===== src/rtl/serial_byte_receiver_if.sv =====
// Byte-side handshake bundle of the serial receiver: the received byte, its
// valid/ready pair and the per-frame error pulses.
interface serial_byte_receiver_if #(
  parameter int DATA_BITS = 8
);
  logic [DATA_BITS-1:0] data_out;
  logic                 data_valid;
  logic                 data_ready;
  logic                 framing_error;
  logic                 overrun;

  modport master (
    output data_out,
    output data_valid,
    output framing_error,
    output overrun,
    input  data_ready
  );

  modport slave (
    input  data_out,
    input  data_valid,
    input  framing_error,
    input  overrun,
    output data_ready
  );
endinterface


===== src/rtl/serial_byte_receiver.sv =====
// Asynchronous serial receiver: two-flop line synchronizer, mid-bit sampling
// FSM with LSB-first shift register, and a one-entry valid/ready holding register.
module serial_byte_receiver #(
  parameter int DATA_BITS    = 8,
  parameter int CLKS_PER_BIT = 16
) (
  input  logic                   clock,
  input  logic                   reset_L,
  input  logic                   serial_in,
  serial_byte_receiver_if.master rx
);

  localparam int CNT_W = $clog2(CLKS_PER_BIT);
  localparam int IDX_W = $clog2(DATA_BITS + 1);
  localparam int H     = CLKS_PER_BIT / 2;

  localparam logic [CNT_W-1:0] BIT_LAST  = CNT_W'(CLKS_PER_BIT - 1);
  localparam logic [CNT_W-1:0] HALF_LAST = CNT_W'(H - 1);
  localparam logic [IDX_W-1:0] IDX_LAST  = IDX_W'(DATA_BITS - 1);

  typedef enum logic [1:0] {IDLE, START, DATA, STOP} state_t;

  state_t               state, state_nxt;
  logic                 rx_p0, rx_p1;
  logic                 rx_s;
  logic [CNT_W-1:0]     bit_cnt;
  logic [IDX_W-1:0]     bit_idx;
  logic [DATA_BITS-1:0] shreg;
  logic                 shift_en;
  logic                 frame_done;
  logic                 frame_good;
  logic                 accept;

  // Line synchronizer: idle-high reset so a reset never looks like a start bit
  always_ff @(posedge clock or negedge reset_L) begin
    if (!reset_L) begin
      rx_p0 <= 1'b1;
      rx_p1 <= 1'b1;
    end else begin
      rx_p0 <= serial_in;
      rx_p1 <= rx_p0;
    end
  end

  assign rx_s = rx_p1;

  always_ff @(posedge clock or negedge reset_L) begin
    if (!reset_L) state <= IDLE;
    else          state <= state_nxt;
  end

  always_comb begin
    state_nxt  = state;
    shift_en   = 1'b0;
    frame_done = 1'b0;
    case (state)
      IDLE:  if (!rx_s) state_nxt = START;
      START: if (bit_cnt == HALF_LAST) state_nxt = rx_s ? IDLE : DATA;
      DATA: begin
        if (bit_cnt == BIT_LAST) begin
          shift_en = 1'b1;
          if (bit_idx == IDX_LAST) state_nxt = STOP;
        end
      end
      STOP: begin
        if (bit_cnt == BIT_LAST) begin
          frame_done = 1'b1;
          state_nxt  = IDLE;
        end
      end
      default: state_nxt = IDLE;
    endcase
  end

  // Counters restart on every state change and at each bit boundary
  always_ff @(posedge clock or negedge reset_L) begin
    if (!reset_L) begin
      bit_cnt <= '0;
      bit_idx <= '0;
      shreg   <= '0;
    end else begin
      if (state_nxt != state || state == IDLE || bit_cnt == BIT_LAST)
        bit_cnt <= '0;
      else
        bit_cnt <= bit_cnt + CNT_W'(1);

      if (state_nxt != state) bit_idx <= '0;
      else if (shift_en)      bit_idx <= bit_idx + IDX_W'(1);

      if (shift_en) shreg <= {rx_s, shreg[DATA_BITS-1:1]};
    end
  end

  assign frame_good = frame_done & rx_s;
  assign accept     = rx.data_valid & rx.data_ready;

  // Holding register: a new byte may replace the old one only on the accept edge
  always_ff @(posedge clock or negedge reset_L) begin
    if (!reset_L) begin
      rx.data_out      <= '0;
      rx.data_valid    <= 1'b0;
      rx.framing_error <= 1'b0;
      rx.overrun       <= 1'b0;
    end else begin
      rx.framing_error <= frame_done & ~rx_s;
      rx.overrun       <= frame_good & rx.data_valid & ~rx.data_ready;
      if (frame_good && (!rx.data_valid || rx.data_ready)) begin
        rx.data_out   <= shreg;
        rx.data_valid <= 1'b1;
      end else if (accept) begin
        rx.data_valid <= 1'b0;
      end
    end
  end

endmodule


===== src/flat_wrapper.sv =====
// flat-port wrapper written by rule: the top's interface ports become plain ports
module serial_byte_receiver_flat 
#(
  parameter int DATA_BITS    = 8,
  parameter int CLKS_PER_BIT = 16
)
  (clock, reset_L, serial_in, rx_data_out, rx_data_valid, rx_framing_error, rx_overrun, rx_data_ready);
  serial_byte_receiver_if #(.DATA_BITS(DATA_BITS)) rx_i ();
  input  logic clock;
  input  logic reset_L;
  input  logic serial_in;
  output wire logic [$bits(rx_i.data_out)-1:0] rx_data_out;
  output wire logic [$bits(rx_i.data_valid)-1:0] rx_data_valid;
  output wire logic [$bits(rx_i.framing_error)-1:0] rx_framing_error;
  output wire logic [$bits(rx_i.overrun)-1:0] rx_overrun;
  input wire logic [$bits(rx_i.data_ready)-1:0] rx_data_ready;
  assign rx_data_out = rx_i.data_out;
  assign rx_data_valid = rx_i.data_valid;
  assign rx_framing_error = rx_i.framing_error;
  assign rx_overrun = rx_i.overrun;
  assign rx_i.data_ready = rx_data_ready;
  serial_byte_receiver #(.DATA_BITS(DATA_BITS), .CLKS_PER_BIT(CLKS_PER_BIT)) u_core (.clock(clock), .reset_L(reset_L), .serial_in(serial_in), .rx(rx_i));
endmodule

===== config.mk =====
export PLATFORM = sky130hd
export DESIGN_NAME = serial_byte_receiver_flat
export DESIGN_NICKNAME = d
export VERILOG_FILES = /design/src/rtl/serial_byte_receiver_if.sv /design/src/rtl/serial_byte_receiver.sv /design/src/flat_wrapper.sv
export SDC_FILE = /design/constraint.sdc
export NUM_CORES = 1
export LEC_CHECK = 0
export ABC_AREA = 1
export CAP_MARGIN = 10
export CORE_MARGIN = 2
export CORE_UTILIZATION = 55
export CTS_CLUSTER_SIZE = 24
export DETAILED_ROUTE_END_ITERATION = 10
export GPL_TIMING_DRIVEN = 0
export PLACE_DENSITY_LB_ADDON = 0.12
export SYNTH_ARGS = -nofsm -noshare
export SYNTH_HDL_FRONTEND = slang
export SYNTH_SLANG_ARGS = --single-unit

===== constraint.sdc =====
create_clock -name clock -period 2.9 [get_ports clock]
set_input_delay 0.58 -clock clock [delete_from_list [all_inputs] [get_ports clock]]
set_output_delay 0.58 -clock clock [all_outputs]
set_load 0.03 [all_outputs]

==> results of run 1 <==
==> layer usage <==
metal	global-route usage, %	routed length (µm)	up-vias
met5	0	0	-
met4	8.97	42	0
met3	9.17	136	8
met2	31.5	1090	20
met1	25.6	1060	434
li1	-	-	471
==> per-stage QoR <==
stage / power, mW / std cells / hold WS (ps)
6_report: 0.999 / 184 / 356
5_1_grt: 1.06 / 184 / 368
4_1_cts: 1.01 / 184 / 358
3_5_place_dp: 0.721 / 176 / 353
3_3_place_gp: 0.707 / 175 / 345
2_1_floorplan: 0.668 / 133 / 284
==> report_power, final <==
part | switching, mW | internal (mW)
registers | 0.0459 | 0.470
clock network | 0.144 | 0.142
logic | 0.127 | 0.0706
==> cell families after synthesis <==
logic type / Yosys count / share of synthesized area [%]
flip-flops: 31 / 57.5
AND/OR/NAND/NOR: 56 / 21.6
XOR/XNOR: 4 / 2.59
buffers and inverters: 20 / 6.75
AO/OA/AOI/OAI: 20 / 9.71
adder cells (fa/ha/maj): 2 / 1.85
==> area by class of cell <==
class                           instances  share of cell area (%)
Buffer                                  3                    1.71
Multi-Input combinational cell         82                    30.0
Timing Repair Buffer                   15                    9.63
Tap cell                               28                    2.17
Inverter                               17                    3.96
Clock buffer                            8                    4.27
Sequential cell                        31                    48.3
==> worst register-to-register path, cell delays in order, from the launching register on <==
cell	delay [ps]
dfrtp_1	390
ha_1	280
nand3_4	170
nor2_4	160
nand2_1	80
nand3_2	80
nand3_2	90
nand4_2	120
nor2_1	60
==> sequential cells by signal (all words and copies together), names as in the netlist <==
name,flops
u_core.rx.data_out,8
u_core.shreg,8
u_core.bit_cnt,4
u_core.bit_idx,4
u_core.state,2
u_core.rx.data_valid,1
u_core.rx.framing_error,1
u_core.rx.overrun,1
u_core.rx_p0,1
u_core.rx_p1,1
==> path summary, 6_finish.rpt <==
path | start | end | slack, ps | cells past startpoint
min reg2reg | u_core.rx_p0 | u_core.rx_p1 | 360 | 0
max in group asynchronous | reset_L | u_core.rx_p1 | 1720 | 2
max | u_core.rx.data_valid | rx_data_valid | 930 | 1
min | u_core.rx_p0 | u_core.rx_p1 | 360 | 0
max reg2reg | u_core.bit_cnt[0] | u_core.bit_cnt[2] | 1380 | 8
min in group asynchronous | reset_L | u_core.state[1] | 580 | 1
==> cells in the final DEF, fill, tap and decap left out <==
master	instances
a21oi_1	2
a31oi_1	1
buf_2	1
buf_6	2
buf_8	1
clkbuf_1	1
clkbuf_4	5
clkbuf_8	2
clkdlybuf4s50_1	14
dfrtp_1	29
dfstp_2	2
ha_1	2
inv_1	17
nand2_1	29
nand2_2	1
nand3_1	5
nand3_2	2
nand3_4	2
nand4_1	3
nand4_2	1
nor2_1	10
nor2_4	2
nor3_1	1
o21ai_0	9
o21ai_2	8
xnor2_1	2
xor2_1	2
==> results.json, run 1 <==
{
  "cts_resized": 0,
  "dp_hpwl_um": 1740,
  "status": "finished clean",
  "endpoint_kind": "primary output",
  "overflow": 0,
  "finalClockSkew_ps": 9.41,
  "final_area_mm2": 0.00161,
  "die_area_mm2": 0.00287,
  "syn_inst": 133,
  "placed_area_mm2": 0.00154,
  "die_width_um": 53.6,
  "grt_max_degree": 22,
  "hold_viol": 0,
  "antennaDiodeCount": 0,
  "grt_pass1_vias": 925,
  "critPathLaunchType": "flip-flop",
  "post-route-period-util_pct": 68.0,
  "grtUsageTotal_pct": 20.7,
  "drv_cap": 0,
  "antenna_left": 0,
  "start_util_pct": 59.4,
  "yosysTopAreaCell": "dfrtp_1",
  "post-place-ws_ps": 1110,
  "post_drt_wl_per_cell_um": 12.7,
  "synth_area_mm2": 0.00135,
  "ys_top_cells_by_count": "dfrtp_1, nand2_1, inv_1",
  "synth_edf_count": 0,
  "cpMaxStageDelayCell": "clkdlybuf4s50_1",
  "path_cells": "clkdlybuf4s50_1",
  "cts.sinks": 31,
  "crit_family": "buffers and inverters",
  "ys_top_cells_by_area": "dfrtp_1, nand2_1, o21ai_2, inv_1, dfstp_2",
  "synth_seq_cells": 31,
  "n_fill_cell": 163,
  "synth_cell_types": 22,
  "drt_pre_antenna_iters": 4,
  "syn_avg_cell_area_um2": 10.2,
  "rows": 17,
  "fp.dieH_um": 53.6,
  "remaining_drc_errors": 0,
  "path_clk_slew_ps": 90,
  "async_flop_share_pct": 100,
  "grt_antenna_before_repair": 0,
  "vias": 933,
  "finalSetupTns_ps": 0,
  "seq_area_um2": 778,
  "peakVddDrop_uv": 600,
  "cts_tree": "built",
  "slew_viol_final": 0,
  "cp.required_ps": 2320,
  "place_congestion": 0.689,
  "area_growth_pct": 19.1,
  "cts_inserted_buffers": 5,
  "post-cts-setup-buffers": 0,
  "io_buffers": 14,
  "drt_iter0_drc": 21,
  "syn_nets": 139,
  "power_density_mw_per_mm2": 620,
  "hold_class": "reg -> reg",
  "drive_gt1_share_pct": 18.6,
  "path_buf_inv": 1,
  "viasPerCell": 5.07,
  "crit_type": "reg -> out",
  "clk_path_buf_depth": 2,
  "p_leak_nw": 0.723,
  "pin_count": 15,
  "fin_crit_ps": 1970,
  "final_nets": 161,
  "setup_slack_ps": 929,
  "cp_max_fo": 3,
  "hold_buffers": 0,
  "multi_input_area_um2": 483,
  "grt_pass1_wl_um": 4010,
  "ys.flop_type": "dfrtp_1",
  "yosysWarnings": 0,
  "setup_viol": 0,
  "worstMarginPinSlew_ps": 521,
  "insertion_delay_ps": 330,
  "seq_area_frac_synth_pct": 57.5,
  "drt-total-wl_um": 2330,
  "coreArea_mm2": 0.00228,
  "rsz0062_at_grt": "false",
  "netlist.area_leader.share_pct": 53.7,
  "utilization_pct": 70.8,
  "slowest_delay_ps": 690,
  "arrival_ps": 1390,
  "cts-root-buf": "clkbuf_4",
  "htree_levels": 2,
  "max_freq_ghz": 0.507,
  "slew_headroom_pct": 65.2
}
Note: power is estimated with default switching activity, not from simulation.
==> run 2, diff against run 1 <==
--- a/config.mk
+++ b/config.mk
@@ -8,7 +8,7 @@
 export ABC_AREA = 1
 export CAP_MARGIN = 10
 export CORE_MARGIN = 2
-export CORE_UTILIZATION = 55
+export CORE_UTILIZATION = 49
 export CTS_CLUSTER_SIZE = 24
 export DETAILED_ROUTE_END_ITERATION = 10
 export GPL_TIMING_DRIVEN = 0
==> constraint.sdc (replaced) <==
create_clock -name clock -period 1.6 [get_ports clock]
set_input_delay 0.32 -clock clock [delete_from_list [all_inputs] [get_ports clock]]
set_output_delay 0.32 -clock clock [all_outputs]
set_load 0.03 [all_outputs]
==> run 2 against run 1 <==
First-iteration DRC count rose by 48%. Global-route usage fell by 3.4 points. Largest power group unchanged. Cell count rose by 1.1%. Critical path depth rose by 7.
==> results.json, run 2 (synthesis gave the netlist of run 1 again) <==
{
  "startpoint": "u_core.bit_cnt[0]",
  "die_area_mm2": 0.00320,
  "place_congestion": 0.765,
  "mostFrequentLayoutCells": "nand2_1, dfrtp_1, inv_1",
  "post_drt_wl_per_cell_um": 12.5,
  "vias": 924,
  "fp.dieH_um": 56.5,
  "clk_path_buf_depth": 2,
  "grt_max_degree": 21,
  "drt_iter0_drc": 31,
  "r2r_slack_ps": 130,
  "arrival_ps": 1690,
  "crit_top_cell": "nand3_2",
  "dp_hpwl_um": 1680,
  "drt_pre_antenna_iters": 4,
  "min_from": "u_core.rx_p0",
  "remaining_drc_errors": 0,
  "htree_levels": 2,
  "timing.rr.start": "u_core.bit_cnt[0]",
  "status": "finished clean",
  "whs_ps": 359,
  "finalClockSkew_ps": 7.47,
  "crit_type": "reg -> reg",
  "finalSetupTns_ps": 0,
  "rsz0062_at_grt": "false",
  "grtUsageTotal_pct": 17.3,
  "n_fill_cell": 243,
  "path_clk_slew_ps": 90,
  "cp.required_ps": 1820,
  "drt-total-wl_um": 2320,
  "slew_headroom_pct": 38.4,
  "max_freq_ghz": 0.682,
  "endpoint_kind": "flip-flop",
  "cts_inserted_buffers": 5,
  "slowest_delay_ps": 380,
  "grt_pass1_wl_um": 4150,
  "rows": 19,
  "reg_top3": "u_core.rx.data_out x8, u_core.shreg x8",
  "viasPerCell": 4.97,
  "cp_max_fo": 7,
  "antenna_left": 0,
  "power.total_mw": 1.87,
  "placedCellCount": 179,
  "hold_viol": 0,
  "path_cells": "ha_2 > nand3_4 > nor2_4 > nand2_1 > nand3_2 > nand3_2 > nand4_2 > nor2_1",
  "critPathLaunchType": "flip-flop",
  "fin_crit_ps": 1470,
  "slew_viol_final": 0,
  "grt_antenna_before_repair": 0,
  "start_util_pct": 50.3,
  "p_leak_nw": 0.774,
  "io_buffers": 14,
  "post-route-period-util_pct": 91.6,
  "grt_pass1_vias": 913,
  "cts_tree": "built",
  "coreArea_mm2": 0.00269,
  "setup_viol": 0,
  "setup_slack_ps": 134,
  "hold_class": "reg -> reg",
  "fin_cells": 186,
  "insertion_delay_ps": 330,
  "post-place-ws_ps": 10.4,
  "drive_gt1_share_pct": 18.7,
  "area_growth_pct": 18.8,
  "drv_cap": 0,
  "peakVddDrop_uv": 1140,
  "cts-root-buf": "clkbuf_4",
  "cts.sinks": 31,
  "power_density_mw_per_mm2": 1160,
  "antennaDiodeCount": 0,
  "pin_count": 15,
  "cpMaxStageDelayCell": "dfrtp_1",
  "final_nets": 161,
  "worstMarginPinSlew_ps": 921,
  "die_width_um": 56.5,
  "overflow": 0
}
==> run 2: cell count changes in the layout (fill, tap and decap cells not counted), sizes merged <==
| cell | change |
|---|---|
| clkdlybuf4s50 | -11 |
| dlygate4sd2 | +11 |
| clkbuf | -2 |
| bufinv | +1 |
==> run 2: routing by layer <==
layer / GRT usage [%] / up-vias / wire length (µm)
li1: - / 470 / -
met5: 0 / - / 0
met4: 8.16 / 0 / 49
met3: 6.68 / 6 / 105
met2: 25.4 / 19 / 1070
met1: 22.5 / 429 / 1090
==> run 2: timing repair <==
action / CTS / global route
resized for setup: 11 / 1
endpoints found under the setup margin: 11 / 10
setup buffers: 0 / 0
hold buffers: 0 / 0
==> run 2: critical path: cells and delay by family, from the launching register on <==
kind	cells	cell delay, ps
adder cells (fa/ha/maj)	1	250
flip-flops	1	380
AND/OR/NAND/NOR	7	720
==> run 2: through the flow <==
stage                     util [%]  cell area [µm²]
final                         59.8             1610
after global routing          59.8             1610
after CTS                     59.7             1600
after detailed placement      57.6             1550
after global placement        57.0             1530
after floorplan                  -             1350
==> run 2: final cells by class <==
cell class / instances / area [µm²] / area share [%]
flip-flops and latches: 31 / 778 / 48.4
plain buffers: 3 / 27.5 / 1.71
multi-input cells: 82 / 485 / 30.2
clock inverters: 1 / 30.0 / 1.87
well taps: 31 / 38.8 / 2.41
inverters: 17 / 63.8 / 3.97
repair buffers: 15 / 141 / 8.80
clock buffers: 6 / 41.3 / 2.57
==> run 2: path summary, 6_finish.rpt <==
kind	to	cells after the start
worst max-delay path	u_core.bit_cnt[1]	8
worst min-delay path	u_core.rx_p1	0
worst max register to register	u_core.bit_cnt[1]	8
worst min register to register	u_core.rx_p1	0
max in group asynchronous	u_core.rx_p1	2
min in group asynchronous	u_core.bit_idx[2]	1
==> run 2: power by group <==
group          leakage [nW]  switching (mW)  internal [mW]
combinational         0.321           0.230          0.130
clock                0.0383           0.256          0.322
sequential            0.415          0.0807          0.851
==> run 3, diff against run 2 <==
--- a/config.mk
+++ b/config.mk
@@ -7,7 +7,7 @@
 export LEC_CHECK = 0
 export ABC_AREA = 1
 export CAP_MARGIN = 10
-export CORE_MARGIN = 2
+export CORE_MARGIN = 1
 export CORE_UTILIZATION = 49
 export CTS_CLUSTER_SIZE = 24
 export DETAILED_ROUTE_END_ITERATION = 10
==> run 3 against run 2 <==
Via count grew 2.7%. First-iteration DRC count shrank 3.2%. Total power shrank 2.8%. Flip-flop and latch count is the same. Die area shrank 6.9%. Register-to-register slack is essentially flat. Global-route usage grew 2.2 points. Non-clock buffer count is the same. Cell count is the same. Combinational power is essentially flat. Critical path depth shrank 1. Critical endpoint is now u_core.rx.data_out[6]. Largest power group unchanged.
==> results.json, run 3 (synthesis gave the netlist of run 1 again) <==
{
  "cts-root-buf": "clkbuf_4",
  "grtUsageTotal_pct": 19.5,
  "cts_inserted_buffers": 5,
  "status": "finished clean",
  "overflow": 0,
  "final_area_mm2": 0.00162,
  "finalClockSkew_ps": 8.43,
  "htree_levels": 2,
  "start_util_pct": 53.1,
  "utilization_pct": 63.6,
  "r2r_cells": 7,
  "insertion_delay_ps": 340,
  "placedCellCount": 178,
  "fin_crit_ps": 1470,
  "finalSetupTns_ps": 0,
  "slew_viol_final": 0,
  "vias": 949,
  "drt_iter0_drc": 30,
  "grt_antenna_before_repair": 0,
  "grt_pass1_vias": 834,
  "reg_top3": "u_core.rx.data_out x8, u_core.shreg x8",
  "viasPerCell": 5.10,
  "power.total_mw": 1.82,
  "remaining_drc_errors": 0,
  "fp.dieH_um": 54.5,
  "cts.sinks": 31,
  "r2r_slack_ps": 130,
  "p_leak_nw": 0.779,
  "hold_viol": 0,
  "cp.required_ps": 1840,
  "setup_viol": 0,
  "endpoint_kind": "flip-flop",
  "crit_type": "reg -> reg",
  "mostFrequentLayoutCells": "nand2_1, dfrtp_1, inv_1",
  "power_density_mw_per_mm2": 1120,
  "placed_area_mm2": 0.00156,
  "timing.rr.start": "u_core.bit_cnt[0]",
  "die_width_um": 54.5,
  "n_fill_cell": 216,
  "place_congestion": 0.756,
  "critPathLaunchType": "flip-flop",
  "drv_cap": 0,
  "path_clk_slew_ps": 100,
  "coreArea_mm2": 0.00254,
  "peakVddDrop_uv": 934,
  "reg2reg_to": "u_core.rx.data_out[6]",
  "post-cts-setup-buffers": 0,
  "fin_cells": 186,
  "arrival_ps": 1710,
  "pin_count": 15,
  "io_buffers": 14,
  "clk_path_buf_depth": 2,
  "drt-total-wl_um": 2370,
  "die_area_mm2": 0.00297,
  "worstMarginPinSlew_ps": 573,
  "antenna_left": 0,
  "final_nets": 161,
  "antennaDiodeCount": 0,
  "hold_buffers": 0,
  "drive_gt1_share_pct": 19.9,
  "drt_pre_antenna_iters": 4,
  "rows": 18,
  "cts_tree": "built",
  "grt_max_degree": 22,
  "cp_max_fo": 10,
  "grt_pass1_wl_um": 3770,
  "max_freq_ghz": 0.679,
  "hold_class": "in -> async",
  "slew_headroom_pct": 61.6,
  "dp_hpwl_um": 1690,
  "post_drt_wl_per_cell_um": 12.8,
  "area_growth_pct": 19.7,
  "post-route-period-util_pct": 92.1
}
-- run 3: area by class of cell --
class	count	area (µm²)	area share [%]
clock buffer	7	65.1	4.02
inverter	17	63.8	3.94
buffer	3	27.5	1.70
multi-input combinational	82	485	30.0
tap	30	37.5	2.32
timing repair buffer	15	154	9.51
clock inverter	1	7.51	0.464
sequential	31	778	48.1
-- run 3: routing by layer --
| layer | vias up | GRT usage, % | wire length, µm |
|---|---|---|---|
| met5 | - | 0 | 0 |
| li1 | 472 | - | - |
| met1 | 449 | 24.4 | 1060 |
| met2 | 22 | 29.1 | 1140 |
| met4 | 0 | 8.97 | 47 |
| met3 | 6 | 8.33 | 118 |
-- run 3: timing repair --
item,4_1_cts,5_1_grt
gates cloned,0,0
gates resized for setup,11,1
pin swaps,0,0
endpoints found under the setup margin,11,10
-- run 3: worst max-delay path by stage --
stage               cells after the start                    end              start  slack, ps
finish                                  7  u_core.rx.data_out[6]  u_core.bit_cnt[0]        130
CTS                                     7  u_core.rx.data_out[6]  u_core.bit_cnt[0]         50
global route                            8      u_core.bit_cnt[2]  u_core.bit_cnt[0]         -1
global placement                        1        u_core.shreg[5]            reset_L       -300
detailed placement                      7  u_core.rx.data_out[6]      rx_data_ready         20
floorplan                               7  u_core.rx.data_out[6]  u_core.bit_cnt[0]        230
-- run 3: critical path, stage by stage (launching register included) --
cell     delay (ps)
dfrtp_1         380
ha_2            250
nand3_4         140
nor2_4          140
nand3_4         140
buf_6           190
nand2_1          80
o21ai_2          50
-- run 3: metrics by stage --
stage / hold WS [ps] / worst slack [ps]
finish: 339 / 126
global route: 366 / -1.24
CTS: 347 / 52.3
detailed placement: 349 / 17.0
global placement: 347 / -297
floorplan: 24.4 / 231
-- run 3: power breakdown --
part / internal, mW / switching [mW]
sequential: 0.851 / 0.0813
combinational: 0.134 / 0.226
clock: 0.257 / 0.271
